`src/rtl/mem_stage_pkg.sv`:
```
// Shared types and constants for the memory-access pipeline stage.
package mem_stage_pkg;

  typedef enum logic [1:0] {
    MEM_WORD = 2'b00,
    MEM_HALF = 2'b01,
    MEM_BYTE = 2'b10,
    MEM_RSVD = 2'b11
  } mem_size_e;

  localparam logic [0:0] StIdle = 1'b0;
  localparam logic [0:0] StWait = 1'b1;

  typedef struct packed {
    logic        valid;
    logic [31:0] alu;
    logic [31:0] wdata;
    logic [4:0]  rd;
    logic        reg_write;
    logic        mem_read;
    logic        mem_write;
    mem_size_e   size;
    logic        sgn;
  } ex_mem_t;

  typedef struct packed {
    logic        valid;
    logic        reg_write;
    logic [4:0]  rd;
    logic [31:0] data;
  } mem_wb_t;

  // Counter holds 0..timeout-1; never narrower than one bit.
  function automatic int unsigned cnt_width(int unsigned timeout);
    return (timeout < 2) ? 1 : $clog2(timeout);
  endfunction

endpackage

```
`src/rtl/mem_stage_if.sv`:
```
// Single-port data-memory bus with req/ack handshake.
interface mem_stage_if;
  logic        DM_Req;
  logic        DM_Write;
  logic [31:0] DM_Addr;
  logic [31:0] DM_WData;
  logic [3:0]  DM_ByteEn;
  logic        DM_Ack;
  logic [31:0] DM_RData;

  modport master (
    output DM_Req, DM_Write, DM_Addr, DM_WData, DM_ByteEn,
    input  DM_Ack, DM_RData
  );

  modport slave (
    input  DM_Req, DM_Write, DM_Addr, DM_WData, DM_ByteEn,
    output DM_Ack, DM_RData
  );
endinterface

```
`src/rtl/load_store_aligner.sv`:
```
// Combinational lane steering: store replication, byte enables, load extract/extend, alignment.
module load_store_aligner
  import mem_stage_pkg::*;
(
  input  logic [1:0]  addr_i,
  input  mem_size_e   size_i,
  input  logic        signed_i,
  input  logic [31:0] wdata_i,
  input  logic [31:0] rdata_i,
  output logic [31:0] wdata_o,
  output logic [3:0]  byte_en_o,
  output logic [31:0] rdata_o,
  output logic        misaligned_o
);

  logic [31:0] rshift;
  logic [7:0]  rbyte;
  logic [15:0] rhalf;

  assign rshift = rdata_i >> {addr_i, 3'b000};
  assign rbyte  = rshift[7:0];
  assign rhalf  = addr_i[1] ? rdata_i[31:16] : rdata_i[15:0];

  always_comb begin
    wdata_o      = wdata_i;
    byte_en_o    = 4'b1111;
    rdata_o      = rdata_i;
    misaligned_o = 1'b0;
    case (size_i)
      MEM_BYTE: begin
        wdata_o   = {4{wdata_i[7:0]}};
        byte_en_o = 4'b0001 << addr_i;
        rdata_o   = {{24{signed_i & rbyte[7]}}, rbyte};
      end
      MEM_HALF: begin
        misaligned_o = addr_i[0];
        wdata_o      = {2{wdata_i[15:0]}};
        byte_en_o    = 4'b0011 << addr_i;
        rdata_o      = {{16{signed_i & rhalf[15]}}, rhalf};
      end
      // Word and the reserved encoding behave identically.
      default: begin
        misaligned_o = |addr_i;
      end
    endcase
  end

endmodule

```
`src/rtl/mem_stage.sv`:
```
// Memory-access stage: EX/MEM register, data-memory handshake with timeout, MEM/WB register.
module mem_stage
  import mem_stage_pkg::*;
#(
  parameter int unsigned ACK_TIMEOUT = 255
) (
  input  logic        Clock,
  input  logic        Reset,
  input  logic        EX_Valid,
  input  logic [31:0] EX_ALUResult,
  input  logic [31:0] EX_WriteData,
  input  logic [4:0]  EX_RegDest,
  input  logic        EX_RegWrite,
  input  logic        EX_MemRead,
  input  logic        EX_MemWrite,
  input  logic [1:0]  EX_MemSize,
  input  logic        EX_MemSigned,
  mem_stage_if.master dm,
  output logic        Stall,
  output logic [31:0] FWFromMEM,
  output logic [4:0]  EXMEM_RegDest,
  output logic        EXMEM_WriteEnable,
  output logic        WB_Valid,
  output logic        WB_RegWrite,
  output logic [4:0]  WB_RegDest,
  output logic [31:0] WB_Data,
  output logic        MisalignedExc,
  output logic        BusError
);

  localparam int unsigned CntW = cnt_width(ACK_TIMEOUT);

  ex_mem_t         exmem_q, exmem_d;
  mem_wb_t         wb_q, wb_d;
  logic [0:0]      state_q, state_d;
  logic [CntW-1:0] cnt_q, cnt_d;

  logic [31:0] st_wdata, ld_data;
  logic [3:0]  st_byte_en;
  logic        misaligned;
  logic        mem_op, access, abort, dm_req, ack;

  load_store_aligner u_aligner (
    .addr_i       (exmem_q.alu[1:0]),
    .size_i       (exmem_q.size),
    .signed_i     (exmem_q.sgn),
    .wdata_i      (exmem_q.wdata),
    .rdata_i      (dm.DM_RData),
    .wdata_o      (st_wdata),
    .byte_en_o    (st_byte_en),
    .rdata_o      (ld_data),
    .misaligned_o (misaligned)
  );

  assign mem_op = exmem_q.valid & (exmem_q.mem_read | exmem_q.mem_write);
  assign access = mem_op & ~misaligned;
  assign abort  = (state_q == StWait) & (cnt_q == CntW'(ACK_TIMEOUT - 1));
  assign dm_req = access & ~abort;
  // An ack only counts while a request is actually on the bus.
  assign ack    = dm.DM_Ack & dm_req;
  assign Stall  = dm_req & ~dm.DM_Ack;

  assign dm.DM_Req    = dm_req;
  assign dm.DM_Write  = dm_req & exmem_q.mem_write;
  assign dm.DM_Addr   = dm_req ? {exmem_q.alu[31:2], 2'b00} : 32'd0;
  assign dm.DM_WData  = dm_req ? st_wdata : 32'd0;
  assign dm.DM_ByteEn = dm_req ? st_byte_en : 4'd0;

  assign MisalignedExc = mem_op & misaligned & ~Reset;
  assign BusError      = abort & ~Reset;

  assign FWFromMEM         = exmem_q.alu;
  assign EXMEM_RegDest     = exmem_q.rd;
  assign EXMEM_WriteEnable = exmem_q.valid & exmem_q.reg_write;

  assign WB_Valid    = wb_q.valid;
  assign WB_RegWrite = wb_q.reg_write;
  assign WB_RegDest  = wb_q.rd;
  assign WB_Data     = wb_q.data;

  always_comb begin
    state_d = state_q;
    cnt_d   = cnt_q;
    case (state_q)
      StIdle: begin
        if (dm_req && !dm.DM_Ack) begin
          state_d = StWait;
          cnt_d   = '0;
        end
      end
      StWait: begin
        if (ack || abort || !access) begin
          state_d = StIdle;
        end else begin
          cnt_d = cnt_q + CntW'(1);
        end
      end
      default: state_d = StIdle;
    endcase
  end

  always_comb begin
    exmem_d = exmem_q;
    if (!Stall) begin
      exmem_d.valid     = EX_Valid;
      exmem_d.alu       = EX_ALUResult;
      exmem_d.wdata     = EX_WriteData;
      exmem_d.rd        = EX_RegDest;
      exmem_d.reg_write = EX_RegWrite;
      exmem_d.mem_read  = EX_MemRead;
      exmem_d.mem_write = EX_MemWrite;
      exmem_d.size      = mem_size_e'(EX_MemSize);
      exmem_d.sgn       = EX_MemSigned;
    end
  end

  // Aborted or misaligned loads never write back; their data falls back to the address.
  always_comb begin
    wb_d = '0;
    if (!Stall) begin
      wb_d.valid     = exmem_q.valid;
      wb_d.reg_write = exmem_q.valid & exmem_q.reg_write & ~(mem_op & misaligned) & ~abort;
      wb_d.rd        = exmem_q.rd;
      wb_d.data      = (exmem_q.mem_read && ack) ? ld_data : exmem_q.alu;
    end
  end

  always_ff @(posedge Clock) begin
    if (Reset) begin
      exmem_q <= '0;
      wb_q    <= '0;
      state_q <= StIdle;
      cnt_q   <= '0;
    end else begin
      exmem_q <= exmem_d;
      wb_q    <= wb_d;
      state_q <= state_d;
      cnt_q   <= cnt_d;
    end
  end

endmodule

```
`src/flat_wrapper.sv`:
```
// flat-port wrapper written by rule: the top's interface ports become plain ports
module mem_stage_flat import mem_stage_pkg::*;
#(
  parameter int unsigned ACK_TIMEOUT = 255
)
  (Clock, Reset, EX_Valid, EX_ALUResult, EX_WriteData, EX_RegDest, EX_RegWrite, EX_MemRead, EX_MemWrite, EX_MemSize, EX_MemSigned, Stall, FWFromMEM, EXMEM_RegDest, EXMEM_WriteEnable, WB_Valid, WB_RegWrite, WB_RegDest, WB_Data, MisalignedExc, BusError, dm_DM_Req, dm_DM_Write, dm_DM_Addr, dm_DM_WData, dm_DM_ByteEn, dm_DM_Ack, dm_DM_RData);
  mem_stage_if dm_i ();
  input  logic Clock;
  input  logic Reset;
  input  logic EX_Valid;
  input  logic [31:0] EX_ALUResult;
  input  logic [31:0] EX_WriteData;
  input  logic [4:0] EX_RegDest;
  input  logic EX_RegWrite;
  input  logic EX_MemRead;
  input  logic EX_MemWrite;
  input  logic [1:0] EX_MemSize;
  input  logic EX_MemSigned;
  output logic Stall;
  output logic [31:0] FWFromMEM;
  output logic [4:0] EXMEM_RegDest;
  output logic EXMEM_WriteEnable;
  output logic WB_Valid;
  output logic WB_RegWrite;
  output logic [4:0] WB_RegDest;
  output logic [31:0] WB_Data;
  output logic MisalignedExc;
  output logic BusError;
  output wire logic [$bits(dm_i.DM_Req)-1:0] dm_DM_Req;
  output wire logic [$bits(dm_i.DM_Write)-1:0] dm_DM_Write;
  output wire logic [$bits(dm_i.DM_Addr)-1:0] dm_DM_Addr;
  output wire logic [$bits(dm_i.DM_WData)-1:0] dm_DM_WData;
  output wire logic [$bits(dm_i.DM_ByteEn)-1:0] dm_DM_ByteEn;
  input wire logic [$bits(dm_i.DM_Ack)-1:0] dm_DM_Ack;
  input wire logic [$bits(dm_i.DM_RData)-1:0] dm_DM_RData;
  assign dm_DM_Req = dm_i.DM_Req;
  assign dm_DM_Write = dm_i.DM_Write;
  assign dm_DM_Addr = dm_i.DM_Addr;
  assign dm_DM_WData = dm_i.DM_WData;
  assign dm_DM_ByteEn = dm_i.DM_ByteEn;
  assign dm_i.DM_Ack = dm_DM_Ack;
  assign dm_i.DM_RData = dm_DM_RData;
  mem_stage #(.ACK_TIMEOUT(ACK_TIMEOUT)) u_core (.Clock(Clock), .Reset(Reset), .EX_Valid(EX_Valid), .EX_ALUResult(EX_ALUResult), .EX_WriteData(EX_WriteData), .EX_RegDest(EX_RegDest), .EX_RegWrite(EX_RegWrite), .EX_MemRead(EX_MemRead), .EX_MemWrite(EX_MemWrite), .EX_MemSize(EX_MemSize), .EX_MemSigned(EX_MemSigned), .dm(dm_i), .Stall(Stall), .FWFromMEM(FWFromMEM), .EXMEM_RegDest(EXMEM_RegDest), .EXMEM_WriteEnable(EXMEM_WriteEnable), .WB_Valid(WB_Valid), .WB_RegWrite(WB_RegWrite), .WB_RegDest(WB_RegDest), .WB_Data(WB_Data), .MisalignedExc(MisalignedExc), .BusError(BusError));
endmodule
```
`config.mk`:
```
export PLATFORM = sky130hd
export DESIGN_NAME = mem_stage_flat
export DESIGN_NICKNAME = d
export VERILOG_FILES = /design/src/rtl/mem_stage_pkg.sv /design/src/rtl/mem_stage_if.sv /design/src/rtl/load_store_aligner.sv /design/src/rtl/mem_stage.sv /design/src/flat_wrapper.sv
export SDC_FILE = /design/constraint.sdc
export NUM_CORES = 1
export LEC_CHECK = 0
export BUFFER_PORTS_ARGS = -buffer_cell sky130_fd_sc_hd__buf_2
export CAP_MARGIN = 5
export CORE_MARGIN = 2
export CORE_UTILIZATION = 40
export CTS_BUF_LIST = sky130_fd_sc_hd__clkbuf_2
export CTS_CLUSTER_SIZE = 25
export DETAILED_ROUTE_END_ITERATION = 16
export PLACE_DENSITY = 0.67
export SYNTH_ARGS = -nofsm -noshare
export SYNTH_HDL_FRONTEND = slang
export SYNTH_HIERARCHICAL = 1
export SYNTH_SLANG_ARGS = --single-unit
export TNS_END_PERCENT = 1
```
`constraint.sdc`:
```
create_clock -name Clock -period 2.83 [get_ports Clock]
set_input_delay 0.1415 -clock Clock [delete_from_list [all_inputs] [get_ports Clock]]
set_output_delay 0.1415 -clock Clock [all_outputs]
set_load 0.05 [all_outputs]
```
# == Word-level counts from Yosys, hierarchy flattened ==
# Cells that the tools add are included.
# W data, S select, Z words.
# op_classes
n_eq_ne,5
multipliers,0
div,0
reduce_logical,9
shift,3
n_lt_le_gt_ge,0
muxes,15
bitwise_logic,22
add_sub_neg,1
# op_table
cell,n
$pmux W32 S2,2
$mux W32,3
$shr A32 B5 Y8,1
$mux W16,1
$mux W8,2
$pmux W8 S2,1
$and A1 B1 Y1,15
$add A8 B1 Y8 const B,1
$eq A8 B8 Y1 const B,1
$pmux W4 S2,1
$not A1 Y1,6
$mux W4,1
$pmux W1 S2,2
$reduce_or A2 Y1,2
$shl A1 B2 Y4 const A,1
$shl A2 B2 Y4 const A,1
$eq A2 B1 Y1 const B,1
$eq A2 B2 Y1 const B,1
$logic_and A1 B1 Y1,2
$logic_not A1 Y1,2
$logic_or A1 B1 Y1,2
$mux W1,2
$ne A2 B1 Y1 const B,1
$ne A2 B2 Y1 const B,1
2 further kinds,2
# totals
out_inout_bits,150
register_bits,124
mem_count,0
romBits,0
word_cells,70
latchBits,0
ramBits,0
in_bits,111

# == Longest topological paths before layout ==
# logic_depth
word_depth,10
depth_mapped,12
ltp_nobuf,8

# == Hierarchy ==
# The synthesis kept the hierarchy.
# by_module_without_submodules
mod,area_each_um2,instances,seq_area_each_um2,cells_each
mem_stage,5471.5,1,2482.4,657
load_store_aligner,1331.3,1,0.0,194

# == Least setup slack after synthesis ==
# No wires, ideal clock.
# synth_timing
path_type,reg-to-output
start,reg u_core/exmem_q[1] (netlist bit)
end,out dm_DM_ByteEn[0]
stages_incl_launch_ff,10
required_ps,2689
setup_slack_ps,-173
n_path_buf,2
arrival_ps,2862
path_cell_list,dfxtp_1 inv_1 ha_1 or2_1 clkbuf_1 a22o_1 nand2b_1 nor3_1 clkbuf_1 and2_1
# synth_between
elab_chain_cells,6
elab_cells_between_ends,8
cone_classes,eq/ne: 2; mux: 3; bitwise: 3
# synth_lines
element,line,source
start: declaration,mem_stage.sv:33,"ex_mem_t exmem_q, exmem_d;"
start signal: assignment,mem_stage.sv:135,exmem_q <= exmem_d;
$eq A2 B1 Y1 / $eq A2 B2 Y1 (equally long branches),load_store_aligner.sv:29,case (size_i)
$pmux W1 S2 *,load_store_aligner.sv:29,
named net u_core.misaligned,mem_stage.sv:40,logic misaligned;
$not A1 Y1 *,mem_stage.sv:56,assign access = mem_op & ~misaligned;
$and A1 B1 Y1 *,mem_stage.sv:56,
$and A1 B1 Y1 *,mem_stage.sv:58,assign dm_req = access & ~abort;
named net dm_DM_Req,flat_wrapper.sv:29,output wire logic [$bits(dm_i.DM_Req)-1:0] dm_DM_Req;
$mux W4 *,mem_stage.sv:67,assign dm.DM_ByteEn = dm_req ? st_byte_en : 4'd0;
end: declaration,flat_wrapper.sv:33,output wire logic [$bits(dm_i.DM_ByteEn)-1:0] dm_DM_ByteEn;
# The timed path passes the listed nets; every way through them passes the cells marked *.

# == Final worst setup path ==
# layout_timing
start,reg u_core/exmem_q[2] (netlist bit)
end,out dm_DM_Addr[20]
# layout_between
elab_chain_cells,6
elab_cells_between_ends,7
cone_classes,eq/ne: 2; mux: 2; bitwise: 3
# layout_lines
element,line,source
$eq A2 B1 Y1 / $eq A2 B2 Y1 (equally long branches),load_store_aligner.sv:29,
$pmux W1 S2 *,load_store_aligner.sv:29,
named net u_core.misaligned,mem_stage.sv:40,
$not A1 Y1 *,mem_stage.sv:56,
$and A1 B1 Y1 *,mem_stage.sv:56,
$and A1 B1 Y1 *,mem_stage.sv:58,
$mux W32 *,mem_stage.sv:65,"assign dm.DM_Addr = dm_req ? {exmem_q.alu[31:2], 2'b00} : 32'd0;"
end: declaration,flat_wrapper.sv:31,output wire logic [$bits(dm_i.DM_Addr)-1:0] dm_DM_Addr;
# Marked as above.

==> impl_metrics.json <==
{
  "drv_cap": 0,
  "synth_edf_count": 0,
  "startpoint": "u_core/exmem_q[2]",
  "num_rows": 47,
  "critPathMaxFanout": 14,
  "cts_root_buf": "clkbuf_2",
  "cp_slowest_cell": "dfxtp_4",
  "multi_input_area_mm2": 0.00381,
  "place_hpwl_um": 15100,
  "chipHeight_um": 134,
  "synth.avg_cell_area_um2": 7.99,
  "vias": 7770,
  "via_per_inst": 5.60,
  "design_area_mm2": 0.0105,
  "antenna_found_initial": 2,
  "finalCriticalPeriod_ns": 2.99,
  "synth-main-ff-cell": "dfxtp_1",
  "crit_path_max_incr_delay_ns": 0.41,
  "gr-usage-all-layers_pct": 27.3,
  "clk_pin_slew_ns": 0.20,
  "r2r_slack_ns": 0.08,
  "cp-end-kind": "primary output",
  "drive_gt1_share_pct": 35.7,
  "drt_iter0_drc": 943,
  "portBuffers": 258,
  "rr_startpoint": "u_core/exmem_q[2]",
  "grt_pass1_vias": 7171,
  "netlist_instances": 851,
  "cp_top_family": "simple AND/OR/NAND/NOR gates",
  "min-delay-start": "EX_ALUResult[16]",
  "synth_warnings": 6,
  "fmax_ghz": 0.335,
  "hold_class": "input port to flip-flop",
  "total_power_mw": 4.58,
  "synthDistinctLibCells": 57,
  "clk_path_buf_depth": 2,
  "final_cells": 1387,
  "fin_skew_ns": 0.0355,
  "core_mm2": 0.0166,
  "fin_crit_sh_pct": 105,
  "ys_ff_latch": 124,
  "gp_congestion": 0.864,
  "power.density_mw_per_mm2": 434,
  "r2r-end": "u_core/cnt_q[2]",
  "violations": "negative setup slack",
  "crit_chain": "ha_4 > or2_4 > a22o_1 > nand2b_4 > nor3_4 > buf_12 > buf_16 > and2_1 > buf_6",
  "worst_pin_slew_ns": 0.945,
  "finalMaxSlewViolations": 0,
  "async_flop_share_pct": 0,
  "cts_tree": "yes",
  "grt_first_pass_wirelength_um": 38700,
  "required_ns": 2.69,
  "relSlewSlack_pct": 37.0,
  "dp_cells": 1219,
  "antenna_left": 0,
  "wire_per_inst_um": 19.4,
  "die_area_mm2": 0.0181,
  "die_w_um": 134,
  "power_leakage_nw": 4.58,
  "n_fill_cell": 1328,
  "status": "complete, but fails checks",
  "ys_seq_area_share_pct": 36.5,
  "io_pins": 261,
  "cts_sinks": 124,
  "crit_buf_inv": 3,
  "syn2layout_area_growth_pct": 55.0,
  "finalWorstSetupSlack_ns": -0.155,
  "grt_max_degree": 86,
  "h-tree-depth": 4,
  "arrival_ns": 2.84,
  "final-seq-area_mm2": 0.00249,
  "drc": 0,
  "r2r_cells": 10,
  "rsz0062_at_grt": "yes",
  "setup_viol": 67,
  "overflow": 0,
  "syn-cell-area_mm2": 0.00680,
  "nets": 1266,
  "dr.pass1.iters": 5,
  "critPathKind": "flip-flop to primary output",
  "ir_drop_mv": 0.268,
  "insertion_delay_ns": 0.72,
  "worst_hold_slack_ns": 0.206,
  "cts_buffers": 17,
  "initial_utilization_pct": 41.0,
  "hold-path-cell-count": 4,
  "wl_um": 27000,
  "placed_cell_area_mm2": 0.00790,
  "hold_viol_final": 0,
  "min_to": "u_core/FWFromMEM[16]",
  "critical_path.startpoint_type": "flip-flop"
}
## how the worst max path moves through the flow
stage	end	depth (start not counted)
after floorplan	Stall	11
after global placement	Stall	9
after detailed placement	Stall	9
after CTS	dm_DM_ByteEn[2]	9
after global routing	dm_DM_Addr[20]	9
final	dm_DM_Addr[20]	9
## area by class of cell
cell class,count,area share [%]
Clock inverter,13,2.10
Tap cell,220,2.61
Clock buffer,19,0.902
Inverter,8,0.285
Multi-Input combinational cell,589,36.1
Timing Repair Buffer,411,34.3
Sequential cell,124,23.6
Antenna cell,3,0.0712
## state kept, by name (all words and copies together) (netlist names)
name and count:
u_core/EXMEM_RegDest 5, u_core/FWFromMEM 32, u_core/WB_Data 32, u_core/WB_RegDest 5, u_core/WB_RegWrite 1, u_core/WB_Valid 1
u_core/cnt_q 8, u_core/exmem_q 39, u_core/state_q 1
## worst min-delay path, stage by stage
cell           delay, ns
dlygate4sd3_1       0.53
buf_2               0.11
o21ai_0             0.06
a21oi_1             0.06
## power breakdown
group          switching [mW]  leakage, nW  internal, mW  total, mW
combinational           0.701         3.37         0.496       1.20
sequential             0.0795         1.03          1.84       1.92
clock                   0.702        0.179         0.757       1.46
total                    1.48         4.58          3.09       4.58
## stage by stage
stage | worst slack (ns) | TNS [ns] | util [%]
2_1_floorplan | -0.160 | -0.160 | -
3_3_place_gp | 0.266 | 0 | 47.6
3_5_place_dp | 0.204 | 0 | 47.6
4_1_cts | -0.132 | -7.19 | 60.8
5_1_grt | -0.266 | -15.86 | 63.6
6_report | -0.155 | -7.59 | 63.6
## cells in the final DEF, fill, tap and decap left out, types with 3 or more instances in the layout
master           n
inv_1            5
a31oi_1          3
mux2i_1         40
buf_12           8
o2bb2ai_1        6
o21ai_1         23
nand2_1         35
buf_8           53
clkbuf_2        19
and2_1          22
a211oi_1         7
buf_4           20
buf_6           17
dfxtp_1        120
nor2_1          45
and2_4          53
dlygate4sd3_1  118
o21ai_0         76
mux2_1           7
nand3_1         80
diode_2          3
a21oi_1         91
a22o_1          10
dfxtp_2          3
inv_2            3
buf_2          187
a22oi_1          8
and3_1           8
a21o_1          17
a2bb2oi_2        7
clkbuf_16        3
bufinv_16        6
## layer usage
layer | wire length (um) | part of all wire [%] | track usage, % | vias to the layer above
met2 | 12800 | 47 | 42.9 | 475
met4 | 1050 | 3.9 | 11.2 | 0
li1 | - | - | - | 3531
met3 | 2340 | 8.7 | 6.42 | 97
met5 | 0 | 0 | 0 | -
met1 | 10800 | 40 | 36.0 | 3667
## cells in the mapped netlist (all sizes together) (3+ instances only)
master | number | area, um2
a22oi | 8 | 60.1
nand2 | 36 | 138
o2bb2ai | 6 | 52.6
mux2 | 9 | 109
a21o | 17 | 128
and2 | 75 | 469
a21oi | 93 | 477
inv | 8 | 30.0
nor2 | 46 | 173
clkbuf | 57 | 215
mux2i | 40 | 400
ha | 4 | 50.1
and3 | 8 | 50.1
nand3 | 82 | 410
or3 | 3 | 18.8
a211oi | 7 | 52.6
nand2b | 4 | 32.5
a31oi | 3 | 18.8
nor3 | 5 | 30.0
a22o | 10 | 87.6
dfxtp | 124 | 2480
or2 | 3 | 18.8
buf | 74 | 502
a2bb2oi | 9 | 140
o21ai | 100 | 504
## timing repair
item,CTS,global route
resized for setup,168,118
hold buffers,118,0
cloned,3,3
setup endpoints to repair,69,99
buffers inserted,9,0
pin swaps,8,11
endpoints found under the hold margin,115,0
## kinds of logic (layout without fill, tap and decap cells)
kind of cell | after synthesis | count (layout) | synth area share, %
fa+ha+maj | 4 | 4 | 0.736
buf+inv | 139 | 451 | 11.0
flops | 124 | 124 | 36.5
simple gates | 273 | 273 | 20.9
compound gates | 261 | 261 | 23.4
mux | 49 | 49 | 7.49
other cells | 1 | 5 | 0.0551
(Power assumes the default switching activity.)
